**src/rtl/btn_pkg.sv**
```systemverilog
// Shared types and constants for the push-button hex counter.
// Holds debounce FSM states, default cycle counts and the count width.
package btn_pkg;

    localparam int HEX_W = 4;
    localparam logic [HEX_W-1:0] HEX_MAX = '1;

    localparam int DB_CYCLES_DEF = 1_000_000;
    localparam int REPEAT_DELAY_DEF = 25_000_000;
    localparam int REPEAT_PERIOD_DEF = 5_000_000;

    typedef enum logic [1:0] {
        IDLE         = 2'd0,
        PRESS_WAIT   = 2'd1,
        HELD         = 2'd2,
        RELEASE_WAIT = 2'd3
    } db_state_e;

    // Returns {wrap, next} for a single up or down step.
    function automatic logic [HEX_W:0] step_hex(
        input logic [HEX_W-1:0] v,
        input logic             up
    );
        logic [HEX_W:0] r;
        if (up) begin
            r = {v == HEX_MAX, v + 1'b1};
        end else begin
            r = {v == '0, v - 1'b1};
        end
        return r;
    endfunction

endpackage

```
**src/rtl/btn_debounce.sv**
```systemverilog
// Per-key synchroniser + debounce FSM emitting a one-cycle press pulse.
// Ports: i_clk, i_rst_n, i_btn_n (raw, active-low), o_press, o_held.
// Auto-repeat in HELD is built only with BTN_AUTO_REPEAT_EN defined.
module btn_debounce
    import btn_pkg::*;
#(
    parameter int DB_CYCLES = DB_CYCLES_DEF
`ifdef BTN_AUTO_REPEAT_EN
    ,
    parameter int REPEAT_DELAY_CYCLES = REPEAT_DELAY_DEF,
    parameter int REPEAT_PERIOD_CYCLES = REPEAT_PERIOD_DEF
`endif
) (
    input  logic i_clk,
    input  logic i_rst_n,
    input  logic i_btn_n,
    output logic o_press,
    output logic o_held
);

    localparam int CW = $clog2(DB_CYCLES);
    localparam logic [CW-1:0] DB_LAST = CW'(DB_CYCLES - 1);
    localparam logic [CW-1:0] CNT_ONE = CW'(1);

    // Raw samples; reset to the released level so a key
    // held through reset is seen as a fresh press.
    logic [1:0] sync_q;
    logic       lvl;

    db_state_e     state_q, state_d;
    logic [CW-1:0] cnt_q, cnt_d;
    logic          press_q, press_d;

    always_ff @(posedge i_clk or negedge i_rst_n) begin
        if (!i_rst_n) begin
            sync_q <= 2'b11;
        end else begin
            sync_q <= {sync_q[0], i_btn_n};
        end
    end

    assign lvl = ~sync_q[1];

`ifdef BTN_AUTO_REPEAT_EN
    localparam int RMAX = (REPEAT_DELAY_CYCLES > REPEAT_PERIOD_CYCLES)
                        ? REPEAT_DELAY_CYCLES : REPEAT_PERIOD_CYCLES;
    localparam int RW = $clog2(RMAX + 1);
    localparam logic [RW-1:0] DLY_LAST = RW'(REPEAT_DELAY_CYCLES - 1);
    localparam logic [RW-1:0] PER_LAST = RW'(REPEAT_PERIOD_CYCLES - 1);

    logic [RW-1:0] rep_cnt_q, rep_cnt_d;
    logic          rep_run_q, rep_run_d;
    logic          rep_hit;

    // First repeat waits the long delay, later ones the period.
    assign rep_hit = rep_run_q ? (rep_cnt_q == PER_LAST)
                               : (rep_cnt_q == DLY_LAST);

    always_ff @(posedge i_clk or negedge i_rst_n) begin
        if (!i_rst_n) begin
            rep_cnt_q <= '0;
            rep_run_q <= 1'b0;
        end else begin
            rep_cnt_q <= rep_cnt_d;
            rep_run_q <= rep_run_d;
        end
    end
`endif

    always_ff @(posedge i_clk or negedge i_rst_n) begin
        if (!i_rst_n) begin
            state_q <= IDLE;
            cnt_q   <= '0;
            press_q <= 1'b0;
        end else begin
            state_q <= state_d;
            cnt_q   <= cnt_d;
            press_q <= press_d;
        end
    end

    always_comb begin
        state_d = state_q;
        cnt_d   = cnt_q;
        press_d = 1'b0;
`ifdef BTN_AUTO_REPEAT_EN
        rep_cnt_d = rep_cnt_q;
        rep_run_d = rep_run_q;
`endif
        unique case (state_q)
            IDLE: begin
                if (lvl) begin
                    state_d = PRESS_WAIT;
                    cnt_d   = CNT_ONE;
                end
            end
            PRESS_WAIT: begin
                if (!lvl) begin
                    state_d = IDLE;
                    cnt_d   = '0;
                end else if (cnt_q == DB_LAST) begin
                    state_d = HELD;
                    cnt_d   = '0;
                    press_d = 1'b1;
`ifdef BTN_AUTO_REPEAT_EN
                    rep_cnt_d = '0;
                    rep_run_d = 1'b0;
`endif
                end else begin
                    cnt_d = cnt_q + 1'b1;
                end
            end
            HELD: begin
                if (!lvl) begin
                    state_d = RELEASE_WAIT;
                    cnt_d   = CNT_ONE;
                end else begin
`ifdef BTN_AUTO_REPEAT_EN
                    if (rep_hit) begin
                        press_d   = 1'b1;
                        rep_cnt_d = '0;
                        rep_run_d = 1'b1;
                    end else begin
                        rep_cnt_d = rep_cnt_q + 1'b1;
                    end
`endif
                end
            end
            RELEASE_WAIT: begin
                // Repeat state is left untouched here so a
                // bounce back into HELD resumes the schedule.
                if (lvl) begin
                    state_d = HELD;
                    cnt_d   = '0;
                end else if (cnt_q == DB_LAST) begin
                    state_d = IDLE;
                    cnt_d   = '0;
`ifdef BTN_AUTO_REPEAT_EN
                    rep_cnt_d = '0;
                    rep_run_d = 1'b0;
`endif
                end else begin
                    cnt_d = cnt_q + 1'b1;
                end
            end
            default: begin
                state_d = IDLE;
                cnt_d   = '0;
            end
        endcase
    end

    assign o_press = press_q;
    assign o_held  = (state_q == HELD) || (state_q == RELEASE_WAIT);

endmodule

```
**src/rtl/btn_hex_counter.sv**
```systemverilog
// Two-key debounced up/down 4-bit counter with step and wrap strobes.
// Ports: i_clk, i_rst_n, i_btn_up_n, i_btn_dn_n, i_clear,
//        o_hex[3:0], o_step, o_wrap. Option: BTN_AUTO_REPEAT_EN.
module btn_hex_counter
    import btn_pkg::*;
#(
    parameter int DB_CYCLES = DB_CYCLES_DEF
`ifdef BTN_AUTO_REPEAT_EN
    ,
    parameter int REPEAT_DELAY_CYCLES = REPEAT_DELAY_DEF,
    parameter int REPEAT_PERIOD_CYCLES = REPEAT_PERIOD_DEF
`endif
) (
    input  logic             i_clk,
    input  logic             i_rst_n,
    input  logic             i_btn_up_n,
    input  logic             i_btn_dn_n,
    input  logic             i_clear,
    output logic [HEX_W-1:0] o_hex,
    output logic             o_step,
    output logic             o_wrap
);

    logic       up_ev, dn_ev;
    logic [1:0] held_unused;

    btn_debounce #(
        .DB_CYCLES(DB_CYCLES)
`ifdef BTN_AUTO_REPEAT_EN
        ,
        .REPEAT_DELAY_CYCLES(REPEAT_DELAY_CYCLES),
        .REPEAT_PERIOD_CYCLES(REPEAT_PERIOD_CYCLES)
`endif
    ) u_up (
        .i_clk  (i_clk),
        .i_rst_n(i_rst_n),
        .i_btn_n(i_btn_up_n),
        .o_press(up_ev),
        .o_held (held_unused[0])
    );

    btn_debounce #(
        .DB_CYCLES(DB_CYCLES)
`ifdef BTN_AUTO_REPEAT_EN
        ,
        .REPEAT_DELAY_CYCLES(REPEAT_DELAY_CYCLES),
        .REPEAT_PERIOD_CYCLES(REPEAT_PERIOD_CYCLES)
`endif
    ) u_dn (
        .i_clk  (i_clk),
        .i_rst_n(i_rst_n),
        .i_btn_n(i_btn_dn_n),
        .o_press(dn_ev),
        .o_held (held_unused[1])
    );

    logic [HEX_W-1:0] hex_q, hex_d;
    logic             step_q, step_d;
    logic             wrap_q, wrap_d;
    logic             do_clr, do_up, do_dn;

    // Mutually exclusive decode; simultaneous up+down cancels.
    assign do_clr = i_clear;
    assign do_up  = !i_clear && up_ev && !dn_ev;
    assign do_dn  = !i_clear && dn_ev && !up_ev;

    always_comb begin
        hex_d  = hex_q;
        step_d = 1'b0;
        wrap_d = 1'b0;
        unique case (1'b1)
            do_clr: hex_d = '0;
            do_up: begin
                {wrap_d, hex_d} = step_hex(hex_q, 1'b1);
                step_d = 1'b1;
            end
            do_dn: begin
                {wrap_d, hex_d} = step_hex(hex_q, 1'b0);
                step_d = 1'b1;
            end
            default: ;
        endcase
    end

    always_ff @(posedge i_clk or negedge i_rst_n) begin
        if (!i_rst_n) begin
            hex_q  <= '0;
            step_q <= 1'b0;
            wrap_q <= 1'b0;
        end else begin
            hex_q  <= hex_d;
            step_q <= step_d;
            wrap_q <= wrap_d;
        end
    end

    assign o_hex  = hex_q;
    assign o_step = step_q;
    assign o_wrap = wrap_q;

endmodule

```
**config.mk**
```make
export PLATFORM = sky130hd
export DESIGN_NAME = btn_hex_counter
export DESIGN_NICKNAME = d
export VERILOG_FILES = /design/src/rtl/btn_pkg.sv /design/src/rtl/btn_debounce.sv /design/src/rtl/btn_hex_counter.sv
export SDC_FILE = /design/constraint.sdc
export NUM_CORES = 1
export LEC_CHECK = 0
export ABC_CLOCK_PERIOD_IN_PS = 5450
export CORE_ASPECT_RATIO = 0.8
export CORE_MARGIN = 4
export CORE_UTILIZATION = 65
export DETAILED_ROUTE_END_ITERATION = 10
export PLACE_DENSITY = 0.84
export SETUP_SLACK_MARGIN = 0.05
export SLEW_MARGIN = 20
export SYNTH_ARGS = -nofsm -noshare
export SYNTH_HDL_FRONTEND = slang
export SYNTH_SLANG_ARGS = --single-unit
```
**constraint.sdc**
```tcl
create_clock -name i_clk -period 5.45 [get_ports i_clk]
set_clock_uncertainty 0.15 [all_clocks]
set_input_delay 1.09 -clock i_clk [delete_from_list [all_inputs] [get_ports i_clk]]
set_output_delay 1.09 -clock i_clk [all_outputs]
set_load 0.01 [all_outputs]
```
==> results.py <==
metrics = {
    "timing": {
        "hold_viol_final": 0,
        "period_share_pct": 59.5,
        "tightest_slew_ps": 1070,
        "drv_slew": 0,
        "finalSetupViolations": 0,
        "tns_ps": 0,
        "slew_headroom_pct": 28.4,
        "rsz0062_at_grt": "no",
        "fin_crit_ps": 3240,
        "fin_hold_ws_ps": 216,
        "max_freq_mhz": 308,
    },
    "placement": {
        "routabilityCongestion": 0.863,
        "port_buffers": 10,
        "post-place-cells": 370,
        "hpwl_um": 4300,
        "placed_area_sq_um": 3110,
    },
    "synth": {
        "avgSynthCellArea_sq_um": 9.61,
        "ys_types": 50,
        "ys_warn_count": 0,
        "synthesis.nets": 321,
        "syn_area_sq_um": 2990,
        "yosysMostFrequentCell": "dfrtp_1",
        "synth-edff-count": 0,
        "synth_seq_cells": 56,
        "ys_seq_area_share_pct": 47.1,
        "synthCells": 311,
        "synth_commonest_cells": "dfrtp_1, nand2_1, a31oi_1, nand3_1, a21oi_1",
        "ys.flop_type": "dfrtp_1",
        "synth_top_cell_area_share_pct": 43.6,
        "synth_area_leaders": "dfrtp_1, nand2_1, a31oi_1",
        "synth_top_area_cell": "dfrtp_1",
        "synthArstFlopShare_pct": 100,
    },
    "die": {
        "rows": 21,
        "start_util_pct": 69.3,
        "core_area_sq_um": 4310,
        "dieArea_sq_um": 5750,
        "die_h_um": 68.6,
        "die_width_um": 83.8,
        "ios": 11,
    },
    "detailed_routing": {
        "ant_nets": 0,
        "firstDrtPassIters": 5,
        "finalWirelength_um": 6290,
        "vias": 2519,
        "drt_iter0_drc": 331,
        "route.detailed.drc": 0,
        "wl_per_cell_um": 16.6,
        "vias_per_cell": 6.66,
    },
    "clock_network": {
        "cts_hold_buf": 0,
        "numClockSinks": 56,
        "root_buffer": "clkbuf_8",
        "clock_latency_ps": 310,
        "htreeDepth": 2,
        "cts_buffers": 5,
        "cts_setup_buffers": 0,
        "clkTransAtPathRegs_ps": 110,
        "ctsResizeCount": 0,
        "cts_tree": "done",
        "clockBufferDepth": 2,
    },
    "grt": {
        "antenna_found_initial": 0,
        "grt_max_degree": 57,
        "grt_pass1_wl_um": 10500,
        "first_global_vias": 2230,
        "overflow": 0,
        "grt_use_total_pct": 22.7,
    },
    "status": {
        "status": "complete, no violations",
    },
    "worst_hold_path": {
        "min_path_type": "reg -> reg",
        "hold_path_end": "u_dn.sync_q[1]",
        "hold_path.startpoint": "u_dn.sync_q[0]",
        "hold_depth": 0,
    },
    "final_layout": {
        "final_nets": 330,
        "postLayoutCellArea_sq_um": 3210,
        "drive_above_1_share_pct": 9.97,
        "final-seq-area_sq_um": 1410,
        "utilization_pct": 74.5,
        "area_growth_pct": 7.45,
        "fin_cells": 378,
        "multi_input_area_sq_um": 1520,
        "num-fill-cells": 301,
        "antenna_cells": 0,
    },
    "run": {
        "cap_violations": 0,
    },
    "power": {
        "p_per_area_nw_per_um2": 256,
        "ir_drop_uv": 218,
        "power.leakage_nw": 1.40,
    },
    "critical_path": {
        "path_class": "in -> reg",
        "reg2reg_from": "u_dn.cnt_q[0]",
        "regToRegSetupSlack_ps": 2850,
        "timing.rr.end": "u_dn.cnt_q[12]",
        "worstSetupEndpointType": "flop",
        "critPathArrivalTime_ps": 3290,
        "ff2ff_path_depth": 6,
        "crit_fanout": 6,
        "critPathRequiredTime_ps": 5500,
        "crit_path_start_kind": "input port",
    },
}
[cell families (layout without fill, tap and decap cells)]
logic type | count (synthesis) | in the layout | synth area share (%)
simple gates | 137 | 137 | 25.4
compound gates | 88 | 88 | 19.4
flops | 56 | 56 | 47.1
buf+inv | 14 | 24 | 2.39
xor+xnor | 8 | 8 | 2.35
fa+ha+maj | 5 | 5 | 2.35
mux | 3 | 3 | 1.01
[final cells by class]
cell class                 instances  share of cell area [%]
clock buffer                       5                    2.14
inverter                           5                   0.585
timing repair buffer              11                    3.20
multi-input combinational        241                    47.4
clock inverter                     3                   0.663
sequential                        56                    43.8
tap                               57                    2.22
[cells in the final DEF, fill, tap and decap left out, types with 2 or more instances in the layout]
master            n
dfrtp_1          52
ha_1              4
or2_2             4
o31ai_1           2
dfstp_2           4
inv_1             5
o211ai_1          2
nand2_1          38
xnor2_1           6
clkbuf_8          5
and3_1            4
nand3_1          20
a21o_1           14
o21ai_0          12
nor4_2            3
or4_1             4
a22o_1            7
and2_1            2
nor3_1            7
clkdlybuf4s50_1   9
nor2_1           16
nor4_1            6
a41oi_1           5
a31oi_1          21
a21oi_1          17
nand2b_1          9
mux2i_1           3
nand3b_1          2
xor2_1            2
nand4_1          10
nor2b_1           2
[metal layers]
metal  track usage [%]  wire (um)  up-vias
li1                  -          -     1183
met1              33.0       3090     1218
met2              35.5       2670      105
met3              4.87        460       13
met4              5.02         73        0
met5                 0          0        -
[state kept, by name (all words and copies together), names as in the netlist, 2 cells and up, named ones only]
| name | cells |
|---|---|
| u_up.sync_q | 2 |
| o_hex | 4 |
| u_dn.cnt_q | 20 |
| u_dn.sync_q | 2 |
| u_up.cnt_q | 20 |
[power by group]
group / total, mW / internal [mW] / switching, mW
Clock: 0.229 / 0.0916 / 0.137
Sequential: 0.470 / 0.438 / 0.0321
Combinational: 0.123 / 0.0408 / 0.0820
Total: 0.822 / 0.570 / 0.251
[worst max path at each step]
stage / startpoint / endpoint / cells after the start
detailed placement: i_clear / o_hex[3] / 8
finish: i_clear / o_hex[3] / 8
CTS: i_clear / o_hex[3] / 8
global placement: i_clear / o_hex[3] / 8
floorplan: i_clear / o_hex[3] / 7
global route: i_clear / o_hex[3] / 8
[through the flow]
stage / power [mW] / setup slack [ps]
final: 0.822 / 2210
after CTS: 0.825 / 2210
after global routing: 0.870 / 2080
after global placement: 0.593 / 2030
after detailed placement: 0.597 / 1880
after floorplan: 0.563 / 2650
[worst max-delay path: stages]
cell             delay [ps]
clkdlybuf4s50_1         510
nor3b_1                 570
ha_1                    350
a21o_1                  150
a21oi_1                 180
mux2i_1                 240
xnor2_1                 140
nor2_1                   50
(Power assumes the default switching activity.)
